## config.mk

```make
export PLATFORM = sky130hd
export DESIGN_NAME = cpu_decode_stage_flat
export DESIGN_NICKNAME = d
export VERILOG_FILES = /design/src/rtl/cpu_decode_stage_pkg.sv /design/src/rtl/cpu_decode_stage_if.sv /design/src/rtl/cpu_decode_stage_comb.sv /design/src/rtl/cpu_decode_stage.sv /design/src/flat_wrapper.sv
export SDC_FILE = /design/constraint.sdc
export NUM_CORES = 1
export LEC_CHECK = 0
export BUFFER_PORTS_ARGS = -buffer_cell sky130_fd_sc_hd__buf_2
export CAP_MARGIN = 40
export CORE_UTILIZATION = 30
export DETAILED_ROUTE_END_ITERATION = 12
export SETUP_SLACK_MARGIN = 0.2
export SLEW_MARGIN = 5
export SYNTH_ARGS = -nofsm -noshare
export SYNTH_HDL_FRONTEND = slang
export SYNTH_HIERARCHICAL = 1
export SYNTH_SLANG_ARGS = --single-unit
```

## constraint.sdc

```tcl
create_clock -name clk -period 4.5 [get_ports clk]
set_clock_uncertainty 0.05 [all_clocks]
set_input_delay 0.225 -clock clk [delete_from_list [all_inputs] [get_ports clk]]
set_output_delay 0.225 -clock clk [all_outputs]
set_load 0.05 [all_outputs]
```

## src/rtl/cpu_decode_stage_pkg.sv

```systemverilog
// Shared CPU control types: opcodes, select encodings and the decoded control bundle.
package pkg_cpu_types;

  localparam int CPU_XLEN = 32;

  typedef enum logic [6:0] {
    OPC_LUI    = 7'b0110111,
    OPC_AUIPC  = 7'b0010111,
    OPC_JAL    = 7'b1101111,
    OPC_JALR   = 7'b1100111,
    OPC_BRANCH = 7'b1100011,
    OPC_LOAD   = 7'b0000011,
    OPC_STORE  = 7'b0100011,
    OPC_OP_IMM = 7'b0010011,
    OPC_OP     = 7'b0110011
  } opcode_t;

  typedef enum logic [3:0] {
    ALU_ADD, ALU_SUB, ALU_SLL, ALU_SLT, ALU_SLTU,
    ALU_XOR, ALU_SRL, ALU_SRA, ALU_OR, ALU_AND
  } alu_fun_t;

  typedef enum logic [1:0] {BR_BEQ, BR_BNE, BR_BLT, BR_BGE} br_fun_t;
  typedef enum logic      {OP1_RD1, OP1_PC} op1_sel_t;
  typedef enum logic [1:0] {OP2_RD2, OP2_I_IM, OP2_S_IM, OP2_U_IM} op2_sel_t;
  typedef enum logic [1:0] {WB_ALU_OUT, WB_MEM_Q, WB_NXT_PC, WB_U_IM} wb_sel_t;
  typedef enum logic [1:0] {PC_NXT_PC, PC_PLUS_JIM, PC_ALU_OUT, PC_BCOMP} pc_sel_t;

  typedef struct packed {
    logic [CPU_XLEN-1:0] pc;
    logic [4:0]          rs1;
    logic [4:0]          rs2;
    logic [4:0]          rd;
    alu_fun_t            alu_fun;
    br_fun_t             br_fun;
    op1_sel_t            op1_sel;
    op2_sel_t            op2_sel;
    wb_sel_t             wb_sel;
    pc_sel_t             pc_sel;
    logic                rf_we;
    logic                mem_we;
    logic                mem_re;
    logic                illegal;
    logic [CPU_XLEN-1:0] i_im;
    logic [CPU_XLEN-1:0] s_im;
    logic [CPU_XLEN-1:0] u_im;
    logic [CPU_XLEN-1:0] b_im;
    logic [CPU_XLEN-1:0] j_im;
  } ctrl_t;

endpackage

```

## src/rtl/cpu_decode_stage_if.sv

```systemverilog
// Fetch-to-execute bus of the decode stage: fetch handshake, flush and decoded bundle.
interface cpu_decode_stage_if;
  import pkg_cpu_types::*;

  logic                if_valid;
  logic                if_ready;
  logic [CPU_XLEN-1:0] if_pc;
  logic [31:0]         if_instr;
  logic                flush;
  logic                id_valid;
  logic                id_ready;
  ctrl_t               id_ctrl;

  modport slave (
    input  if_valid, if_pc, if_instr, flush, id_ready,
    output if_ready, id_valid, id_ctrl
  );

  modport master (
    output if_valid, if_pc, if_instr, flush, id_ready,
    input  if_ready, id_valid, id_ctrl
  );
endinterface

```

## src/rtl/cpu_decode_stage_comb.sv

```systemverilog
// Purely combinational RV32I-subset decoder: instruction word and PC to control bundle.
module cpu_decode_comb
  import pkg_cpu_types::*;
(
  input  logic [31:0]         instr,
  input  logic [CPU_XLEN-1:0] pc,
  output ctrl_t               ctrl
);

  opcode_t    opc;
  logic [2:0] f3;
  logic [6:0] f7;
  logic       bad;

  assign opc = opcode_t'(instr[6:0]);
  assign f3  = instr[14:12];
  assign f7  = instr[31:25];

  always_comb begin
    ctrl      = '0;
    bad       = 1'b0;
    ctrl.pc   = pc;
    ctrl.rs1  = instr[19:15];
    ctrl.rs2  = instr[24:20];
    ctrl.rd   = instr[11:7];
    ctrl.i_im = {{20{instr[31]}}, instr[31:20]};
    ctrl.s_im = {{20{instr[31]}}, instr[31:25], instr[11:7]};
    ctrl.u_im = {instr[31:12], 12'b0};
    ctrl.b_im = {{20{instr[31]}}, instr[7], instr[30:25], instr[11:8], 1'b0};
    ctrl.j_im = {{12{instr[31]}}, instr[19:12], instr[20], instr[30:21], 1'b0};

    case (opc)
      OPC_LUI: begin
        ctrl.wb_sel = WB_U_IM;
        ctrl.rf_we  = 1'b1;
      end
      OPC_AUIPC: begin
        ctrl.op1_sel = OP1_PC;
        ctrl.op2_sel = OP2_U_IM;
        ctrl.rf_we   = 1'b1;
      end
      OPC_JAL: begin
        ctrl.pc_sel = PC_PLUS_JIM;
        ctrl.wb_sel = WB_NXT_PC;
        ctrl.rf_we  = 1'b1;
      end
      OPC_JALR: begin
        bad          = (f3 != 3'b000);
        ctrl.op2_sel = OP2_I_IM;
        ctrl.pc_sel  = PC_ALU_OUT;
        ctrl.wb_sel  = WB_NXT_PC;
        ctrl.rf_we   = 1'b1;
      end
      OPC_BRANCH: begin
        ctrl.pc_sel = PC_BCOMP;
        case (f3)
          3'b000:  ctrl.br_fun = BR_BEQ;
          3'b001:  ctrl.br_fun = BR_BNE;
          3'b100:  ctrl.br_fun = BR_BLT;
          3'b101:  ctrl.br_fun = BR_BGE;
          default: bad = 1'b1;
        endcase
      end
      OPC_LOAD: begin
        bad          = (f3 != 3'b010);
        ctrl.op2_sel = OP2_I_IM;
        ctrl.mem_re  = 1'b1;
        ctrl.wb_sel  = WB_MEM_Q;
        ctrl.rf_we   = 1'b1;
      end
      OPC_STORE: begin
        bad          = (f3 != 3'b010);
        ctrl.op2_sel = OP2_S_IM;
        ctrl.mem_we  = 1'b1;
      end
      OPC_OP_IMM: begin
        ctrl.op2_sel = OP2_I_IM;
        ctrl.rf_we   = 1'b1;
        case (f3)
          3'b000: ctrl.alu_fun = ALU_ADD;
          3'b001: ctrl.alu_fun = ALU_SLL;
          3'b010: ctrl.alu_fun = ALU_SLT;
          3'b011: ctrl.alu_fun = ALU_SLTU;
          3'b100: ctrl.alu_fun = ALU_XOR;
          3'b101: ctrl.alu_fun = instr[30] ? ALU_SRA : ALU_SRL;
          3'b110: ctrl.alu_fun = ALU_OR;
          default: ctrl.alu_fun = ALU_AND;
        endcase
        // only the shift forms carry funct7 in the immediate field
        if ((f3 == 3'b001 || f3 == 3'b101) && f7 != 7'h00 && f7 != 7'h20)
          bad = 1'b1;
      end
      OPC_OP: begin
        ctrl.op2_sel = OP2_RD2;
        ctrl.rf_we   = 1'b1;
        if (f7 != 7'h00 && f7 != 7'h20) bad = 1'b1;
        case ({f7[5], f3})
          4'b0000: ctrl.alu_fun = ALU_ADD;
          4'b1000: ctrl.alu_fun = ALU_SUB;
          4'b0001: ctrl.alu_fun = ALU_SLL;
          4'b0010: ctrl.alu_fun = ALU_SLT;
          4'b0011: ctrl.alu_fun = ALU_SLTU;
          4'b0100: ctrl.alu_fun = ALU_XOR;
          4'b0101: ctrl.alu_fun = ALU_SRL;
          4'b1101: ctrl.alu_fun = ALU_SRA;
          4'b0110: ctrl.alu_fun = ALU_OR;
          4'b0111: ctrl.alu_fun = ALU_AND;
          default: bad = 1'b1;
        endcase
      end
      default: bad = 1'b1;
    endcase

    if (ctrl.rd == 5'd0) ctrl.rf_we = 1'b0;

    if (bad) begin
      ctrl         = '0;
      ctrl.illegal = 1'b1;
    end
  end

endmodule

```

## src/rtl/cpu_decode_stage.sv

```systemverilog
// Registered decode stage: 2-entry skid buffer around cpu_decode_comb with flush.
module cpu_decode_stage
  import pkg_cpu_types::*;
#(
  parameter int XLEN = 32
) (
  input logic               clk,
  input logic               rst_n,
  cpu_decode_stage_if.slave bus
);

  logic [XLEN-1:0] pc_in;
  ctrl_t           dec;
  ctrl_t           out_ctrl;
  ctrl_t           skid_ctrl;
  logic            out_v;
  logic            skid_v;
  logic            in_xfer;
  logic            out_xfer;

  assign pc_in = bus.if_pc;

  cpu_decode_comb u_dec (
    .instr (bus.if_instr),
    .pc    (pc_in),
    .ctrl  (dec)
  );

  // if_ready comes straight from a flop, never from id_ready or flush
  assign in_xfer  = bus.if_valid & ~skid_v;
  assign out_xfer = out_v & bus.id_ready;

  always_ff @(posedge clk or negedge rst_n) begin
    if (!rst_n) begin
      out_v     <= 1'b0;
      skid_v    <= 1'b0;
      out_ctrl  <= '0;
      skid_ctrl <= '0;
    end else if (bus.flush) begin
      out_v  <= 1'b0;
      skid_v <= 1'b0;
    end else if (!out_v || out_xfer) begin
      if (skid_v) begin
        out_ctrl <= skid_ctrl;
        out_v    <= 1'b1;
        skid_v   <= 1'b0;
      end else if (in_xfer) begin
        out_ctrl <= dec;
        out_v    <= 1'b1;
      end else begin
        out_v <= 1'b0;
      end
    end else if (in_xfer) begin
      skid_ctrl <= dec;
      skid_v    <= 1'b1;
    end
  end

  assign bus.if_ready = ~skid_v;
  assign bus.id_valid = out_v;
  assign bus.id_ctrl  = out_ctrl;

endmodule

```

## src/flat_wrapper.sv

```systemverilog
// flat-port wrapper written by rule: the top's interface ports become plain ports
module cpu_decode_stage_flat import pkg_cpu_types::*;
#(
  parameter int XLEN = 32
)
  (clk, rst_n, bus_if_valid, bus_if_pc, bus_if_instr, bus_flush, bus_id_ready, bus_if_ready, bus_id_valid, bus_id_ctrl);
  cpu_decode_stage_if bus_i ();
  input logic clk;
  input logic rst_n;
  input wire logic [$bits(bus_i.if_valid)-1:0] bus_if_valid;
  input wire logic [$bits(bus_i.if_pc)-1:0] bus_if_pc;
  input wire logic [$bits(bus_i.if_instr)-1:0] bus_if_instr;
  input wire logic [$bits(bus_i.flush)-1:0] bus_flush;
  input wire logic [$bits(bus_i.id_ready)-1:0] bus_id_ready;
  output wire logic [$bits(bus_i.if_ready)-1:0] bus_if_ready;
  output wire logic [$bits(bus_i.id_valid)-1:0] bus_id_valid;
  output wire logic [$bits(bus_i.id_ctrl)-1:0] bus_id_ctrl;
  assign bus_i.if_valid = bus_if_valid;
  assign bus_i.if_pc = bus_if_pc;
  assign bus_i.if_instr = bus_if_instr;
  assign bus_i.flush = bus_flush;
  assign bus_i.id_ready = bus_id_ready;
  assign bus_if_ready = bus_i.if_ready;
  assign bus_id_valid = bus_i.id_valid;
  assign bus_id_ctrl = bus_i.id_ctrl;
  cpu_decode_stage #(.XLEN(XLEN)) u_core (.clk(clk), .rst_n(rst_n), .bus(bus_i));
endmodule
```

# After elaboration in Yosys (flattened, before gate mapping)
# Cells that the tools add are included.
dict set report classes {
  addsub 0
  n_mul 0
  div 0
  magnitude_cmp 0
  eq_ne 26
  shifts 0
  muxes 29
  bitwise_logic 5
  n_reduce_logical 23
}
# op count
set op_table {}
lappend op_table {{2-to-1 mux 224 bit} 3}
lappend op_table {{case mux 4 bit (9 select lines)} 1}
lappend op_table {{case mux 4 bit (7 select lines)} 1}
lappend op_table {{case mux 2 bit (3 select lines)} 4}
lappend op_table {{equality test 7 x 6 -> 1 bit, second input constant} 3}
lappend op_table {{equality test 7 bit, second input constant} 3}
lappend op_table {{2-to-1 mux 1 bit} 17}
lappend op_table {{equality test 4 x 3 -> 1 bit, second input constant} 4}
lappend op_table {{equality test 7 x 5 -> 1 bit, second input constant} 2}
lappend op_table {{OR reduction 10 bit} 1}
lappend op_table {{equality test 3 bit, second input constant} 3}
lappend op_table {{equality test 4 x 2 -> 1 bit, second input constant} 2}
lappend op_table {{equality test 4 bit, second input constant} 2}
lappend op_table {{case mux 4 bit (2 select lines)} 1}
lappend op_table {{equality test 7 x 2 -> 1 bit, second input constant} 1}
lappend op_table {{inequality test 7 x 6 -> 1 bit, second input constant} 1}
lappend op_table {{nonzero test 7 bit} 1}
lappend op_table {{OR reduction 7 bit} 1}
lappend op_table {{equality test 3 x 2 -> 1 bit, second input constant} 2}
lappend op_table {{case mux 1 bit (6 select lines)} 1}
lappend op_table {{AND reduction 3 bit} 2}
lappend op_table {{nonzero test 3 bit} 2}
lappend op_table {{OR reduction 3 bit} 2}
lappend op_table {{zero test 5 bit} 1}
lappend op_table {{other kinds (14)} 22}
dict set report word_totals {
  ff_bits 450
  latch_bits 0
  ramBits 0
  romBits 0
  input_bits 69
  output_inout_bits 226
  elab_cells 123
  n_memories 0
}

# Longest topological paths before layout
dict set report depth {
  depth_word 9
  depth_mapped 10
  depth_no_buf 7
}

# Hierarchy
# The synthesis kept the hierarchy.
# mod n_inst cells_per_inst area_each_um2 seq_area_each_um2
set modules_own_cells {}
lappend modules_own_cells {cpu_decode_stage 1 1204 19324.8 11260.8}
lappend modules_own_cells {cpu_decode_comb 1 309 2152.1 0.0}

# Worst setup path before layout
# Ideal clock, no wire load.
dict set report synth_timing {
  kind {input port to flip-flop}
  startpoint {input port bus_if_instr[27]}
  endpoint {register u_core.out_ctrl, in the netlist u_core/bus.id_ctrl[127]}
  setup_time_ps 67
  arrival_ps 6256
  t_required_ps 4383
  path_slack_ps -1872
  path_stages 9
  n_path_buf 2
  cell_sequence {or4_1 > nor3_2 > a21o_1 > nand3_2 > buf_2 > nor3b_1 > buf_4 > mux2_2 > mux2_2}
}
# element line
set synth_rtl {}
lappend synth_rtl {{start: declaration} flat_wrapper.sv:12} ;# input wire logic [$bits(bus_i.if_instr)-1:0] bus_if_instr;
lappend synth_rtl {{end signal: assignment} cpu_decode_stage.sv:44} ;# out_ctrl <= skid_ctrl;
lappend synth_rtl {{end: declaration} cpu_decode_stage.sv:14} ;# ctrl_t out_ctrl;

# Worst setup path after layout
dict set report layout_timing {
  startpoint {register u_core.skid_v}
  endpoint {register u_core.out_ctrl, in the netlist u_core/bus.id_ctrl[120]}
}
dict set report layout_between {
  elab_chain_len 4
  elab_cells_between_ends 5
  cone_classes {mux: 1; bitwise: 2; reduce/logical: 2}
}
# element line
set layout_lines {}
lappend layout_lines {{start: declaration} cpu_decode_stage.sv:17} ;# logic skid_v;
lappend layout_lines {{start signal: assignment} cpu_decode_stage.sv:36} ;# skid_v <= 1'b0;
lappend layout_lines {{start signal: assignment} cpu_decode_stage.sv:41} ;# skid_v <= 1'b0;
lappend layout_lines {{start signal: assignment} cpu_decode_stage.sv:46} ;# skid_v <= 1'b0;
lappend layout_lines {{inverter 1 bit} cpu_decode_stage.sv:30} ;# assign in_xfer = bus.if_valid & ~skid_v;
lappend layout_lines {{bitwise AND 1 bit} cpu_decode_stage.sv:30}
lappend layout_lines {{nonzero test 2 bit (no line)} -}
lappend layout_lines {{AND reduction 3 bit (no line)} -}
# Parallel ways exist; a longest one is shown, timed or not.
# A chain may end at the register's enable or synchronous reset.

==> implementation parameters <==
Parameter                              Value

Status
  Result of the run ... finished clean

Power and ir drop
  PD cells ... 393 nW/um2
  Sequential share of power ... 0.442
  Internal power summed over all cells ... 0.00732 W
  Combinational power share ... 0.105
  Portion of total power attributed to the clock network ... 0.453
  Leakage dissipation ... 12.7 nW
  Power spent charging and discharging nets ... 0.00249 W
  Share of total power consumed by net switching ... 0.254
  Highest ir drop seen on vdd ... 0.259 mV

Synthesis
  Share of synthesized cell area in full adder, half adder and majority cells ... 0
  Sequential fraction of the synthesis area ... 0.524
  Most used DFF post-synth ... sky130_fd_sc_hd__dfrtp_1
  Post-synthesis instance area ... 21,500 um2
  Top post-synthesis cells by area ... sky130_fd_sc_hd__dfrtp_1 (52%), sky130_fd_sc_hd__mux2_2 (34%), sky130_fd_sc_hd__buf_4 (5.9%), sky130_fd_sc_hd__nor3b_1 (2.0%), sky130_fd_sc_hd__buf_2 (1.3%)
  Async S/R FF share, synth ... 1.00
  Simple-gate area share of the yosys netlist ... 0.0385
  Instance count of the mapped netlist ... 1,513
  Cell taking the most area after synthesis ... sky130_fd_sc_hd__dfrtp_1
  Largest family of logic cells by synthesized area ... multiplexers
  Portion of netlist area occupied by mux cells ... 0.353
  Number of enable flip-flop cells after synthesis ... 0
  Post-synthesis xor/xnor area fraction ... 0.000408
  Synth cell count leaders ... sky130_fd_sc_hd__mux2_2 (654), sky130_fd_sc_hd__dfrtp_1 (450), sky130_fd_sc_hd__buf_4 (170), sky130_fd_sc_hd__nor3b_1 (58), sky130_fd_sc_hd__buf_2 (57)
  Yosys reg bits ... 450
  Portion of synthesized cell area occupied by the leading cell type ... 0.524
  Avg Synthesized Cell Area ... 14.2 um2
  Count of synthesis-stage warnings from yosys ... 6
  Top-count cell post-synth ... sky130_fd_sc_hd__mux2_2
  Compound-gate portion of the synthesized area ... 0.00548
  Distinct cell type count of the synthesized netlist ... 44

Worst setup path
  Length in cells of the worst reg-to-reg path ... 4
  Worst setup SP type ... flip-flop
  Data required time at the worst endpoint ... 4.92 ns
  Largest fanout on the critical path ... 48
  Startpoint-to-endpoint class of the critical path ... reg -> reg
  Worst path arrival time ... 3.27 ns
  Critical path endpoint category ... flip-flop

STA
  Crit share post-route ... 0.635
  Final critical delay including setup and external delays ... 2.86 ns
  Relative slew margins ... 0.396
  Final hold slack ... 0.0705 ns
  Highest attainable clock frequency ... 350 MHz
  Count of endpoints failing hold in the final timing report ... 0
  Final max-slew violation count ... 0
  Setup TNS after final layout ... 0 ns
  Slew at the pin closest to its max-slew limit ... 0.907 ns
  Final number of setup-violating endpoints ... 0
  Setup repair after global routing missed its margin ... no

Global routing
  Number of global-route vias before repair ... 13,500
  Maximum number of pins on one net before global-route repair ... 118
  All-layer global routing usage ... 0.142
  First-pass GRT wire length ... 81.2 mm
  Number of antenna violations at the first check in global routing ... 10
  Gr ovfl total ... 0

Place
  Hpwl dp ... 34.2 mm
  Port buffer count ... 294
  Global placement routability congestion ... 0.765

Routing
  Number of DRC markers after the initial detailed-route iteration ... 586
  Average detailed-routed wire length per instance ... 19.2 um
  Detail-routed via count per cell ... 4.60
  DR DRC count ... 0
  Routed wire length ... 51.2 mm
  Residual antenna-violating net count after detailed routing ... 0
  Routed via count ... 12,300
  Number of search-and-repair iterations in the first detailed-routing pass ... 5

CTS
  Clock-pin slew on the worst setup and hold paths ... 0.06 ns
  Post-CTS setup buffer count ... 0
  Clock tree from TritonCTS ... built
  TritonCTS Buffers ... 53
  Clock latency on the worst-skew pair ... 0.61 ns
  Number of H-tree levels ... 2
  CTS sink count ... 450
  Clock buffer depth ... 3
  CTS root buffer ... sky130_fd_sc_hd__clkbuf_16

Die
  Initial core utilization ... 0.305
  Area of the die ... 72,700 um2
  Die width ... 270 um
  Standard cell core area ... 70,400 um2
  Number of core rows ... 97
  I/O pin count ... 295
  Height of the die ... 270 um

Finish
  Fill cell instance count of the final layout ... 6,788
  Share of cells above drive strength 1 ... 0.638
  Layout area overhead ... 16.3%
  Nets ... 1,754

Min path
  Number of cells on the worst hold path ... 3
  Class of the tightest hold or removal check ... in -> reg

Job
  Number of maximum-capacitance constraint violations ... 0
==> path summary, 6_finish.rpt <==
check	from	to	slack, ns
setup / recovery	u_core/skid_v	u_core/bus.id_ctrl[120]	1.64
hold / removal	bus_if_pc[15]	u_core/skid_ctrl[207]	0.07
setup reg to reg	u_core/skid_v	u_core/bus.id_ctrl[120]	1.64
hold reg to reg	u_core/skid_ctrl[52]	u_core/skid_ctrl[52]	0.44
max in group asynchronous	rst_n	u_core/bus.id_ctrl[154]	2.96
min in group asynchronous	rst_n	u_core/bus.id_ctrl[127]	0.27
==> final cells by class <==
class                      count  area (um2)  area share
multi-input combinational    829        8640       0.346
tap                          940        1180      0.0471
clock buffer                  77        1580      0.0632
antenna                        6        15.0    0.000601
timing repair buffer         348        2040      0.0818
clock inverter                18         254      0.0102
inverter                       3        11.3    0.000451
sequential                   450       11300       0.451
==> critical path: stages (launching register included) <==
cell and delay, ns:
sky130_fd_sc_hd__dfrtp_4 0.64, sky130_fd_sc_hd__buf_4 0.62, sky130_fd_sc_hd__buf_4 0.63, sky130_fd_sc_hd__mux2_2 0.41
sky130_fd_sc_hd__mux2_2 0.27
==> routing by layer <==
metal | track usage | routed length, um
met2 | 0.233 | 24400
met3 | 0.0376 | 2730
met1 | 0.177 | 22400
met4 | 0.0535 | 1630
met5 | 0 | 47
==> timing repair <==
action / in CTS / in global routing
hold endpoints to repair: 105 / 0
hold buffers: 5 / 0
gates resized for setup: 0 / 0
==> flip-flops by register name, summed over array words and instances, names as in the netlist <==
register	count
u_core/skid_ctrl	224
u_core/bus.id_ctrl	224
u_core/bus.id_valid	1
u_core/skid_v	1
==> cells in the final DEF, fill, tap and decap left out, types with 2 or more instances in the layout <==
cell | netlist | final
sky130_fd_sc_hd__o21ai_0 | 5 | 5
sky130_fd_sc_hd__nor2b_1 | 5 | 5
sky130_fd_sc_hd__nand3_1 | 3 | 3
sky130_fd_sc_hd__nor4b_2 | 2 | 2
sky130_fd_sc_hd__clkinvlp_4 | 0 | 2
sky130_fd_sc_hd__nor3_1 | 15 | 15
sky130_fd_sc_hd__bufinv_16 | 0 | 5
sky130_fd_sc_hd__nor3b_2 | 0 | 6
sky130_fd_sc_hd__nor4_1 | 5 | 5
sky130_fd_sc_hd__dlygate4sd3_1 | 0 | 5
sky130_fd_sc_hd__mux2_1 | 18 | 18
sky130_fd_sc_hd__inv_1 | 3 | 3
sky130_fd_sc_hd__diode_2 | 0 | 6
sky130_fd_sc_hd__nand2b_1 | 2 | 2
sky130_fd_sc_hd__a21oi_1 | 4 | 4
sky130_fd_sc_hd__clkinv_2 | 0 | 7
sky130_fd_sc_hd__buf_12 | 0 | 11
sky130_fd_sc_hd__nand2_1 | 9 | 9
sky130_fd_sc_hd__nor2_1 | 10 | 10
sky130_fd_sc_hd__buf_8 | 0 | 2
sky130_fd_sc_hd__clkbuf_8 | 0 | 14
sky130_fd_sc_hd__conb_1 | 1 | 14
sky130_fd_sc_hd__clkbuf_1 | 5 | 9
sky130_fd_sc_hd__buf_4 | 170 | 37
sky130_fd_sc_hd__buf_2 | 57 | 293
sky130_fd_sc_hd__clkbuf_16 | 0 | 54
sky130_fd_sc_hd__dfrtp_1 | 450 | 449
sky130_fd_sc_hd__mux2_2 | 654 | 654
sky130_fd_sc_hd__nor3b_1 | 58 | 51
sky130_fd_sc_hd__or4_1 | 2 | 2
==> logic make-up (layout without fill, tap and decap cells) <==
kind of cell / Yosys count / after routing
AO/OA/AOI/OAI: 18 / 18
XOR/XNOR: 1 / 1
buffers and inverters: 247 / 446
flip-flops: 450 / 450
multiplexers: 673 / 673
other: 1 / 20
AND/OR/NAND/NOR: 123 / 123
==> power groups by stage <==
stage	clock (W)	combinational [W]	sequential (W)
after global routing	0.00477	0.00110	0.00436
after global placement	0	0.00102	0.00440
final	0.00444	0.00103	0.00434
after CTS	0.00461	0.00105	0.00434
after detailed placement	0	0.00104	0.00441
after floorplan	0	0.000441	0.00470
==> through the flow <==
stage / total power [W] / utilization / worst slack [ns] / cells / instance area, um2
3_3_place_gp: 0.00542 / 0.327 / 1.04 / 2563 / 23100
4_1_cts: 0.0100 / 0.355 / 1.64 / 2665 / 25000
2_1_floorplan: 0.00514 / - / 0.981 / 1526 / 21500
5_1_grt: 0.0102 / 0.355 / 1.53 / 2670 / 25000
3_5_place_dp: 0.00545 / 0.328 / 1.20 / 2565 / 23100
6_report: 0.00981 / 0.355 / 1.64 / 2671 / 25000
(Power assumes the default switching activity.)
